$ cat src/rtl/ovi_vpu_model_issue_fifo.sv
// ovi_issue_fifo
// In-order issue buffer with synchronous push/pop. A push while full is
// refused even if a pop happens in the same cycle.
//   clk, rst   : clock, synchronous active-high reset (pointers/count only)
//   push       : request to store push_data
//   push_data  : entry to store
//   pop        : remove head entry (ignored when empty)
//   pop_data   : current head entry (combinational from storage)
//   count      : number of stored entries, log2(DEPTH)+1 bits
//   full/empty : count == DEPTH / count == 0
module ovi_issue_fifo #(
  parameter int WIDTH = 8,
  parameter int DEPTH = 4
) (
  input  logic                     clk,
  input  logic                     rst,
  input  logic                     push,
  input  logic [WIDTH-1:0]         push_data,
  input  logic                     pop,
  output logic [WIDTH-1:0]         pop_data,
  output logic [$clog2(DEPTH):0]   count,
  output logic                     full,
  output logic                     empty
);

  localparam int PTR_W = $clog2(DEPTH);

  logic [WIDTH-1:0] mem [DEPTH];
  logic [PTR_W-1:0] wr_ptr;
  logic [PTR_W-1:0] rd_ptr;
  logic             push_ok;
  logic             pop_ok;

  assign full     = (count == (PTR_W+1)'(DEPTH));
  assign empty    = (count == '0);
  assign push_ok  = push && !full;
  assign pop_ok   = pop && !empty;
  assign pop_data = mem[rd_ptr];

  // Storage carries no reset; only valid entries (tracked by count) are read.
  always_ff @(posedge clk) begin
    if (push_ok) mem[wr_ptr] <= push_data;
  end

  // Pointers wrap naturally because DEPTH is a power of two.
  always_ff @(posedge clk) begin
    if (rst) begin
      wr_ptr <= '0;
      rd_ptr <= '0;
      count  <= '0;
    end else begin
      if (push_ok) wr_ptr <= wr_ptr + 1'b1;
      if (pop_ok)  rd_ptr <= rd_ptr + 1'b1;
      case ({push_ok, pop_ok})
        2'b10:   count <= count + 1'b1;
        2'b01:   count <= count - 1'b1;
        default: count <= count;
      endcase
    end
  end

endmodule

$ cat config.mk
export PLATFORM = sky130hd
export DESIGN_NAME = ovi_issue_fifo
export DESIGN_NICKNAME = d
export VERILOG_FILES = /design/src/rtl/ovi_vpu_model_issue_fifo.sv
export SDC_FILE = /design/constraint.sdc
export NUM_CORES = 1
export LEC_CHECK = 0
export CORE_UTILIZATION = 55
export DETAILED_ROUTE_END_ITERATION = 12
export PLACE_DENSITY_LB_ADDON = 0.1
export SYNTH_ARGS = -nofsm -noshare
export SYNTH_HDL_FRONTEND = slang
export SYNTH_SLANG_ARGS = --single-unit
$ cat constraint.sdc
create_clock -name clk -period 4.6 [get_ports clk]
set_input_delay 1.15 -clock clk [delete_from_list [all_inputs] [get_ports clk]]
set_output_delay 1.15 -clock clk [all_outputs]
set_load 0.05 [all_outputs]
==> flow_summary.json <==
{
  "finalWirelength_mm": 2.460,
  "dr_wl_met3_um": 127,
  "viasPerCell": 5.462,
  "wl_per_cell_um": 15.77,
  "met1_length_mm": 1.010,
  "cts_setup_buffers": 0,
  "area.growth.synth_to_final_pct": 20.64,
  "finalSetupViolations": 0,
  "rsz0062_at_grt": "no",
  "maxCapViolCount": 0,
  "drv_slew": 0,
  "num_antenna_cells": 0,
  "relSlewSlack": 0.6560,
  "place.port_buffers": 24,
  "vias": 852,
  "die_height_um": 56.45,
  "antenna_left": 0,
  "route.met2.wl_mm": 1.263,
  "crit_slowest_cell": "clkdlybuf4s50_1",
  "clock_latency_ns": 0.35,
  "grt_pass1_vias": 897,
  "ir_drop_mv": 0.4325,
  "multi_input_area_um2": 446.7,
  "status": "finished, final reports clean",
  "nNetsFinal": 142,
  "fin_total_pwr_mw": 1.136,
  "ys.warnings.count": 0,
  "seqCellArea_mm2": 0.001141,
  "cp_data_arrival_time_ns": 2.31,
  "hold_buffers": 0,
  "worst-path-buf-inv": 1,
  "worst_setup_path_end_kind": "output pin",
  "syn_inst": 96,
  "core_area_mm2": 0.002781,
  "place_area_mm2": 0.001897,
  "clkTransAtPathRegs_ns": 0.12,
  "synth_top_area_cell": "edfxtp_1",
  "p_leak_nw": 0.6817,
  "min_period_ns": 3.461,
  "slowest_delay_ns": 0.71,
  "dr.first_iter.drc_count": 12,
  "tightestPinTransition_ns": 0.5153,
  "cts_resized": 0,
  "first_pass_iters": 4,
  "min_path_type": "flop to flop",
  "clock_sinks": 41,
  "antenna_found_initial": 0,
  "hold_viol_final": 0,
  "synth_area_leaders": "edfxtp_1, dfxtp_1, mux4_2, ha_1, inv_1",
  "dp_slack_ns": 1.466,
  "syn_area_per_cell_um2": 16.98,
  "crit_chain": "mux4_2 -> clkdlybuf4s50_1",
  "htreeDepth": 2,
  "synthesis.nets": 114,
  "final_area_mm2": 0.001967,
  "critPathMaxFanout": 8,
  "syn_area_mm2": 0.001630,
  "clock-root-buffer": "clkbuf_4",
  "grt_pass1_wl_mm": 4.105,
  "timing.critical_path.from_type": "flop",
  "ys_ff_latch": 41,
  "cts_made_buffers": 5,
  "rows": 19,
  "criticalPathCategory": "flop to output pin",
  "dieWidth_um": 56.45,
  "finClkSkew_ns": 0.01130,
  "dieArea_mm2": 0.003186,
  "p_per_area_mw_per_mm2": 577.6,
  "grt-ovfl-total": 0,
  "finalCritPeriodShare": 0.7523,
  "cts.path.max_buffers": 2,
  "yosysUniqueCellTypes": 20,
  "max_freq_mhz": 289.0,
  "grt_max_degree": 13,
  "tritoncts": "done",
  "drc": 0,
  "num_io_pins": 25,
  "grt_usage": 0.1827,
  "drive_gt1_frac": 0.1440,
  "tns_ns": 0,
  "fin_ws_ns": 1.139,
  "path_delay_family": "buffers and inverters",
  "ys_seq_area_frac": 0.6999,
  "fill_cells": 171,
  "globalplace.congestion": 0.6782,
  "dr.max_layer_used": "met4",
  "start_util": 0.5861,
  "detailed_place_hpwl_mm": 1.735,
  "synth_top_area_share": 0.5894,
  "cp_data_required_time_ns": 3.45
}
-- per-layer routing --
metal,vias to the layer above,track usage
met5,-,0
met4,0,0.1150
met3,7,0.05530
met2,28,0.3008
met1,407,0.2065
li1,410,-
-- worst paths after layout --
check / startpoint / to / slack (ns) / cells after the start
worst max-delay path: flop / pop_data[3] / 1.14 / 2
worst min register to register: rd_ptr[1] / rd_ptr[1] / 0.50 / 2
worst min-delay path: rd_ptr[1] / rd_ptr[1] / 0.50 / 2
worst max register to register: count[2] / count[2] / 2.36 / 9
-- per-stage QoR --
stage               hold slack (ns)  instances  utilization
floorplan                    0.4591         96            -
global placement             0.4752        148       0.6820
detailed placement           0.4948        148       0.6820
CTS                          0.5141        156       0.7072
global route                 0.5528        156       0.7072
finish                       0.5022        156       0.7072
-- worst min-delay path: stages (launching register included) --
cell and delay, ns:
dfxtp_1 0.32, o21ai_0 0.07, a21oi_1 0.07
-- cell type report --
| class | instances | share of cell area |
|---|---|---|
| clock buffer | 7 | 0.03308 |
| multi-input combinational | 44 | 0.2271 |
| timing repair buffer | 24 | 0.1221 |
| inverter | 8 | 0.01527 |
| tap | 31 | 0.01972 |
| clock inverter | 1 | 0.002545 |
| sequential | 41 | 0.5801 |
-- kinds of logic (layout without fill, tap and decap cells) --
kind of cell | after synthesis | after routing | synth area share
flip-flops | 41 | 41 | 0.6999
XOR/XNOR | 3 | 3 | 0.01612
AO/OA/AOI/OAI | 8 | 8 | 0.02609
buffers and inverters | 11 | 40 | 0.02609
adder cells (fa/ha/maj) | 6 | 6 | 0.05065
AND/OR/NAND/NOR | 18 | 18 | 0.06446
multiplexers | 9 | 9 | 0.1167
-- placed cells by master (no fill, tap or decap), drive strengths merged --
master,netlist,final
clkbuf,0,7
nand2b,2,2
clkinv,0,1
dfxtp,9,9
inv,8,8
nor3,1,1
mux4,8,8
clkdlybuf4s50,0,24
nor2,6,6
fa,1,1
or3,3,3
nor3b,1,1
edfxtp,32,32
a21oi,4,4
and2,4,4
o21ai,3,3
mux2i,1,1
nand2,1,1
xor2,3,3
ha,5,5
o31ai,1,1
-- cells in the mapped netlist --
cell type,count
a21oi_1,4
and2_1,4
buf_1,2
buf_2,1
dfxtp_1,9
edfxtp_1,32
fa_1,1
ha_1,5
inv_1,8
mux2i_1,1
mux4_2,8
nand2_1,1
nand2b_1,2
nor2_1,6
nor3_2,1
nor3b_2,1
o21ai_0,3
o31ai_1,1
or3_1,3
xor2_1,3
-- power by group --
group          switching (mW)  internal [mW]
Combinational           0.263          0.176
Clock                   0.112         0.0887
Sequential             0.0486          0.448
Total                   0.424          0.712
-- flip-flops by register name, indices dropped and copies added, names as in the netlist, named ones only --
name,cells
wr_ptr,2
mem,32
count,3
rd_ptr,2
(Power assumes the default switching activity.)
